$ cat src/rtl/rv32_types.sv
// rv32_types: shared memory-op encodings, mem-stage FSM states and op classifiers.
package rv32_types;

    typedef enum logic [3:0] {
        MEM_NOP, MEM_LB, MEM_LH, MEM_LW, MEM_LBU, MEM_LHU, MEM_SB, MEM_SH, MEM_SW
    } mem_op_t;

    typedef enum logic [1:0] {IDLE, REQ, WAIT_RESP} mem_state_t;

    function automatic logic is_load(mem_op_t op);
        return op inside {MEM_LB, MEM_LH, MEM_LW, MEM_LBU, MEM_LHU};
    endfunction

    function automatic logic is_store(mem_op_t op);
        return op inside {MEM_SB, MEM_SH, MEM_SW};
    endfunction

endpackage

$ cat src/rtl/rv32_store_align.sv
// rv32_store_align: byte enables, lane-replicated store data and misalignment for one op.
module rv32_store_align
    import rv32_types::*;
(
    input  mem_op_t     op,
    input  logic [1:0]  addr,
    input  logic [31:0] data,
    output logic [3:0]  be,
    output logic [31:0] wdata,
    output logic        misaligned
);

    always_comb begin
        be = op == MEM_SB ? 4'b0001 << addr :
             op == MEM_SH ? (addr[1] ? 4'b1100 : 4'b0011) :
             (op == MEM_SW || is_load(op)) ? 4'b1111 : 4'b0000;
        wdata = op == MEM_SB ? {4{data[7:0]}} :
                op == MEM_SH ? {2{data[15:0]}} :
                op == MEM_SW ? data : 32'h0;
        misaligned = (op inside {MEM_LH, MEM_LHU, MEM_SH} && addr[0]) ||
                     (op inside {MEM_LW, MEM_SW} && addr != 2'b00);
    end

endmodule

$ cat src/rtl/rv32_mem_access.sv
// rv32_mem_access: memory stage; issues aligned bus requests and hands raw load words,
// completion and fault status to writeback.
module rv32_mem_access
    import rv32_types::*;
#(
    parameter int TIMEOUT_CYCLES = 64,
    parameter int TIMEOUT_W      = $clog2(TIMEOUT_CYCLES + 1)
) (
    input  logic        clk,
    input  logic        rst,
    input  logic        in_valid,
    output logic        in_ready,
    input  mem_op_t     in_op,
    input  logic [31:0] in_addr,
    input  logic [31:0] in_store_data,
    output logic        req_valid,
    input  logic        req_ready,
    output logic [31:0] req_addr,
    output logic        req_we,
    output logic [3:0]  req_be,
    output logic [31:0] req_wdata,
    input  logic        resp_valid,
    input  logic [31:0] resp_rdata,
    output logic        wb_valid,
    output mem_op_t     wb_op,
    output logic [31:0] wb_addr,
    output logic [31:0] wb_raw_load,
    output logic        wb_fault_misaligned,
    output logic        wb_fault_timeout
);

    localparam int CW = TIMEOUT_W < 1 ? 1 : TIMEOUT_W;

    mem_state_t  r_state, w_next;
    logic [CW-1:0] r_cnt;
    mem_op_t     r_op;
    logic [31:0] r_addr;
    logic [3:0]  w_be;
    logic [31:0] w_wdata;
    logic        w_mis, w_accept, w_go, w_done_imm;
    logic        w_hs_st, w_hs_ld, w_hs_rsp, w_to;

    rv32_store_align u_align (
        .op        (in_op),
        .addr      (in_addr[1:0]),
        .data      (in_store_data),
        .be        (w_be),
        .wdata     (w_wdata),
        .misaligned(w_mis)
    );

    assign in_ready   = r_state == IDLE;
    assign req_valid  = r_state == REQ;
    assign w_accept   = in_valid && in_ready;
    assign w_go       = w_accept && (is_load(in_op) || is_store(in_op)) && !w_mis;
    assign w_done_imm = w_accept && !w_go;
    assign w_hs_st    = r_state == REQ && req_ready && req_we;
    assign w_hs_ld    = r_state == REQ && req_ready && !req_we;
    assign w_hs_rsp   = r_state == WAIT_RESP && resp_valid;
    // A handshake landing on the expiry cycle completes normally rather than faulting.
    assign w_to = TIMEOUT_CYCLES != 0 && r_state != IDLE && r_cnt >= CW'(TIMEOUT_CYCLES - 1) &&
                  !(w_hs_st || w_hs_ld || w_hs_rsp);

    always_comb begin
        w_next = r_state;
        case (r_state)
            IDLE:      w_next = w_go ? REQ : IDLE;
            REQ:       w_next = w_hs_st ? IDLE : w_hs_ld ? WAIT_RESP : w_to ? IDLE : REQ;
            WAIT_RESP: w_next = (w_hs_rsp || w_to) ? IDLE : WAIT_RESP;
            default:   w_next = IDLE;
        endcase
    end

    always_ff @(posedge clk) begin
        if (rst) r_state <= IDLE;
        else     r_state <= w_next;
    end

    always_ff @(posedge clk) begin
        if (rst) begin
            r_cnt               <= '0;
            r_op                <= MEM_NOP;
            r_addr              <= '0;
            req_addr            <= '0;
            req_we              <= 1'b0;
            req_be              <= '0;
            req_wdata           <= '0;
            wb_valid            <= 1'b0;
            wb_op               <= MEM_NOP;
            wb_addr             <= '0;
            wb_raw_load         <= '0;
            wb_fault_misaligned <= 1'b0;
            wb_fault_timeout    <= 1'b0;
        end else begin
            if (w_accept) r_cnt <= '0;
            else if (r_state != IDLE) r_cnt <= r_cnt + 1'b1;
            wb_valid <= w_done_imm || w_hs_st || w_hs_rsp || w_to;
            if (w_go) begin
                r_op      <= in_op;
                r_addr    <= in_addr;
                req_addr  <= {in_addr[31:2], 2'b00};
                req_we    <= is_store(in_op);
                req_be    <= w_be;
                req_wdata <= w_wdata;
            end
            if (w_done_imm) begin
                wb_op               <= in_op;
                wb_addr             <= in_addr;
                wb_raw_load         <= '0;
                wb_fault_misaligned <= w_mis;
                wb_fault_timeout    <= 1'b0;
            end
            if (w_hs_st || w_hs_rsp || w_to) begin
                wb_op               <= r_op;
                wb_addr             <= r_addr;
                wb_raw_load         <= w_hs_rsp ? resp_rdata : 32'h0;
                wb_fault_misaligned <= 1'b0;
                wb_fault_timeout    <= w_to;
            end
        end
    end

endmodule
$ cat config.mk
export PLATFORM = sky130hd
export DESIGN_NAME = rv32_mem_access
export DESIGN_NICKNAME = d
export VERILOG_FILES = /design/src/rtl/rv32_types.sv /design/src/rtl/rv32_store_align.sv /design/src/rtl/rv32_mem_access.sv
export SDC_FILE = /design/constraint.sdc
export NUM_CORES = 1
export LEC_CHECK = 0
export BUFFER_PORTS_ARGS = -buffer_cell sky130_fd_sc_hd__buf_2
export CAP_MARGIN = 40
export CORE_UTILIZATION = 33
export DETAILED_ROUTE_END_ITERATION = 16
export PLACE_DENSITY_LB_ADDON = 0.1
export SETUP_SLACK_MARGIN = 0.02
export SLEW_MARGIN = 30
export SYNTH_ARGS = -nofsm -noshare
export SYNTH_HDL_FRONTEND = slang
export SYNTH_SLANG_ARGS = --single-unit
$ cat constraint.sdc
create_clock -name clk -period 2.4 [get_ports clk]
set_input_delay 0.36 -clock clk [delete_from_list [all_inputs] [get_ports clk]]
set_output_delay 0.36 -clock clk [all_outputs]
set_load 0.02 [all_outputs]
Yosys cells after proc, flatten, opt, wreduce, memory -nomap -nowiden. Cells that the tools add are included.

Logic and storage cells: 86. Output and inout port bits: 142. Bits in registers: 183.

Order comparisons: 1. Shift operators: 1. Equal/unequal tests: 10. Reduce and logical (&&, ||, !) cells: 37. Add/subtract/negate cells: 1. Muxes and demuxes: 22.

Operators with widths (count): 32-bit 2-to-1 mux (8); 4-bit 2-to-1 mux (6); 4-bit by 3-bit equality test with 1-bit output (second input constant) (4); 1-bit logical AND (12); 1-bit logical OR (11); 4-bit by 2-bit equality test with 1-bit output (second input constant) (2); 2-bit nonzero test (4); 7-bit by 1-bit adder with 7-bit output (second input constant) (1); 7-bit by 6-bit >= comparator with 1-bit output (second input constant) (1); 2-bit 2-to-1 mux (3); 2-bit case mux with 3 select lines (1); 3-bit nonzero test (2); 5-bit nonzero test (1); 4-bit by 1-bit equality test with 1-bit output (second input constant) (1); 4-bit equality test (second input constant) (1); 1-bit logical NOT (4); 1-bit 2-to-1 mux (4); 2-bit OR reduction (2); 1-bit by 2-bit left shift with 4-bit output (first input constant) (1); 2-bit by 1-bit equality test with 1-bit output (second input constant) (1); 2-bit equality test (second input constant) (1); 2-bit logical NOT (1).

Longest topological paths before layout.
Depth after elaboration: 11. Mapped depth: 9. Mapped depth without buffers: 6.

Modules after synthesis. Synthesis repeated with hierarchy kept, for this count alone.

Cell total of the unflattened synthesis: 741. Area, all modules: 7155.6 um^2.

By module, submodules not included: rv32_mem_access (cells an instance 659, area an instance 6575.1 um^2, sequential area each 3062.9 um^2, times used 1); rv32_store_align (cells an instance 82, area an instance 580.6 um^2, sequential area each 0.0 um^2, times used 1).

Worst setup path after synthesis. OpenSTA, ideal clock, no wires.

Path type: input -> register. Start: in in_addr[0]. End: reg req_wdata[21]. Setup slack: 330 ps. Library setup time: 132 ps. Stages on the path: 9. Path buffers: 4. Data arrival time: 1938 ps. Required time: 2268 ps. Cells stage by stage: buf_2 -> o21a_1 -> o2bb2ai_1 -> or4_1 -> buf_2 -> buf_6 -> buf_6 -> a221oi_2 -> nor3_1.

Longest elaborated chain between the ends: 5.

Ends and longest elaborated chain: from (decl) (line rv32_mem_access.sv:14) `input logic [31:0] in_addr,`; 2-bit nonzero test (line rv32_store_align.sv:21) `(op inside {MEM_LW, MEM_SW} && addr != 2'b00);`; 1-bit logical AND (line rv32_store_align.sv:21); 1-bit logical OR (*) (line rv32_store_align.sv:20) `misaligned = (op inside {MEM_LH, MEM_LHU, MEM_SH} && addr[0]) ||`; 1-bit logical NOT (*) (line rv32_mem_access.sv:55) `assign w_go = w_accept && (is_load(in_op) || is_store(in_op)) && !w_mis;`; 1-bit logical AND (*) (line rv32_mem_access.sv:55); to (signal assigned) (line rv32_mem_access.sv:104) `req_wdata <= w_wdata;`; to (decl) (line rv32_mem_access.sv:21) `output logic [31:0] req_wdata,`.

Every way passes the cells marked *; elsewhere a longest branch is shown, timed or not. A chain may end at the register's enable or synchronous reset.

Worst setup path in the final report.
Start: reg r_state[1]. End: reg r_addr[2].

Longest elaborated chain between the ends: 4.

Ends and longest elaborated chain: from (decl) (line rv32_mem_access.sv:34) `mem_state_t r_state, w_next;`; from (signal assigned) (line rv32_mem_access.sv:76) `else r_state <= w_next;`; 2-bit logical NOT (line rv32_mem_access.sv:52) `assign in_ready = r_state == IDLE;`; 1-bit logical AND (line rv32_mem_access.sv:54) `assign w_accept = in_valid && in_ready;`; 1-bit logical AND (2 in series) (line rv32_mem_access.sv:55); to (signal assigned) (line rv32_mem_access.sv:100) `r_addr <= in_addr;`; to (decl) (line rv32_mem_access.sv:37) `logic [31:0] r_addr;`.

Every way passes these cells.

==> results.toml <==
[synth]
ys_seq_area_frac = 0.477
syn_avg_cell_area_um2 = 8.63
yosysTopAreaCellShare = 0.477
ys.flop_type = "dfxtp_1"
yosys-top-cells-area = "dfxtp_1 (48%), nand2_1 (9.2%), a22o_1 (4.4%)"
synthArstFlopShare = 0
yosys-top-cells-count = "nand2_1 (158), dfxtp_1 (153), nor2_1 (71), a21oi_1 (52), clkbuf_1 (36)"
syn_area_um2 = 6420
synth_top_cell_by_area = "dfxtp_1"
ys_ff_latch = 153
yosys_warnings = 0
ys_types = 48
yosysMostFrequentCell = "nand2_1"
synthCells = 744
synth_edf_count = 0

[pwr]
switching_share = 0.272
leakage_nw = 3.84
p_seq_frac = 0.415
p_int_mw = 4.82
p_switching_mw = 1.80
clkPwrFrac = 0.439
cellPowerDensity_nw_per_um2 = 786
peakVddDrop_uv = 512
comb_power_share = 0.146

[timing]
rsz0062_at_grt = "false"
max_freq_mhz = 448
tns_ns = 0
skew_ns = 0.00821
period_needed_ns = 2.23
finalCritPeriodShare = 0.930
maxSlewViolCount = 0
finalHoldViolations = 0
setup_viol = 0

[finish]
synthToLayoutAreaGrowth_pct = 31.1
fill_cells = 1995
diodes = 0
nNetsFinal = 1053
regArea_um2 = 3060
final_cells = 1219
layout-drive-gt1-share = 0.350
multi_input_area_um2 = 2850

[setup_path]
required_ns = 2.69
critPathKind = "reg -> reg"
critical_path_arrival_ns = 2.53
startpoint_type = "flip-flop"
crit_path_max_fanout = 34
end_kind = "flip-flop"

[cts]
path_clk_slew_ns = 0.06
clk_latency_ns = 0.42
cts_buffer_depth = 2
cts-htree-levels = 4
numCtsBuffers = 17
cts.sink_count = 153
cts_hold_buf = 0
cts_setup_buffers = 0
root_buffer = "clkbuf_16"
post_cts_resized = 0
cts_tree = "done"

[grt]
grt_pass1_vias = 5532
grt_pass1_wl_mm = 29.9
grt_max_degree = 43
antenna_found_initial = 0
grt.overflow.total = 0
grt.total_usage = 0.192

[floorplan]
die_area_um2 = 20000
core-area_um2 = 18900
start_util = 0.340
placementRows = 50
fp.dieW_um = 141
io_pins = 247
dieHeight_um = 141

[run]
maxCapViolCount = 0

[placed_design]
gp_congestion = 0.789
place_inst = 1188
dpl.hpwl_mm = 13.3
portBuffers = 244

[routing]
vias_per_cell = 4.83
wl_per_cell_um = 15.4
postRouteAntennaNets = 0
drt-initial-drc-count = 279
firstDrtPassIters = 4
dr_total_vias = 5890
totalWireLength_mm = 18.8
drc = 0

[hold_path]
hp-class = "in -> reg"

[status]
status = "finished clean"
## layer usage
metal	global-route usage	wire length, um	part of all wire	vias up
met5	0	0	0	-
met4	0.0690	331	0.018	0
met3	0.0445	960	0.051	20
met2	0.298	8620	0.46	162
met1	0.259	8910	0.47	2718
li1	-	-	-	2990
## final timing paths
check / start / endpoint / slack [ns] / depth (start not counted)
setup reg to reg: r_state[1] / r_addr[2] / 0.17 / 6
hold / removal: resp_rdata[0] / wb_raw_load[0] / 0.15 / 2
hold reg to reg: req_be[2] / req_be[2] / 0.45 / 2
setup / recovery: r_state[1] / r_addr[2] / 0.17 / 6
## power groups by stage
| stage | sequential (mW) | combinational, mW | clock [mW] |
|---|---|---|---|
| after CTS | 2.74 | 0.981 | 2.98 |
| final | 2.74 | 0.967 | 2.90 |
| after floorplan | 2.91 | 0.500 | 0 |
| after detailed placement | 2.80 | 0.978 | 0 |
| after global routing | 2.76 | 1.06 | 3.09 |
| after global placement | 2.80 | 0.979 | 0 |
## state kept, by name, indices dropped and copies added, names as in the netlist
signal	count
wb_op	4
wb_fault_misaligned	1
r_cnt	7
wb_valid	1
wb_raw_load	32
req_we	1
wb_addr	32
r_op	4
req_be	4
r_addr	32
req_wdata	32
wb_fault_timeout	1
r_state	2
## per-stage QoR
step	utilization	power, mW	hold slack (ns)	setup slack (ns)	area, um^2
after detailed placement	0.412	3.78	0.442	0.0139	7790
final	0.446	6.62	0.148	0.168	8420
after global placement	0.412	3.78	0.439	0.0277	7780
after floorplan	-	3.41	0.437	0.330	6420
after CTS	0.446	6.71	0.127	0.163	8420
after global routing	0.446	6.91	0.129	0.0742	8420
## critical path, stage by stage, from the launching register on
cell and delay, ns:
dfxtp_1 0.31, or3b_2 0.49, or4_2 0.74, buf_12 0.23, buf_4 0.19, nand2_1 0.07
a21oi_1 0.06
## cell usage in the layout (no fill, tap or decap), drive strengths merged, types with 11 or more instances in the layout
cell type  count
a22o          32
dfxtp        153
nor3          27
a311oi        31
a21oi         52
buf          278
a221oi        24
nand3b        12
nor2          71
nand2        158
clkbuf        19
nand3         11
## cell families after synthesis
group / count (synthesis) / share of synthesized area
AO/OA/AOI/OAI: 173 / 0.206
XOR/XNOR: 5 / 0.00682
adder cells (fa/ha/maj): 1 / 0.00195
buffers and inverters: 99 / 0.0840
flip-flops: 153 / 0.477
multiplexers: 8 / 0.0140
other: 1 / 0.000584
AND/OR/NAND/NOR: 304 / 0.210
## area by class of cell
class,instances,share of cell area
Multi-Input combinational cell,493,0.338
Tap cell,260,0.0386
Timing Repair Buffer,278,0.183
Inverter,4,0.00178
Clock buffer,19,0.0526
Clock inverter,12,0.0221
Sequential cell,153,0.364
Note: power is estimated with default switching activity, not from simulation.
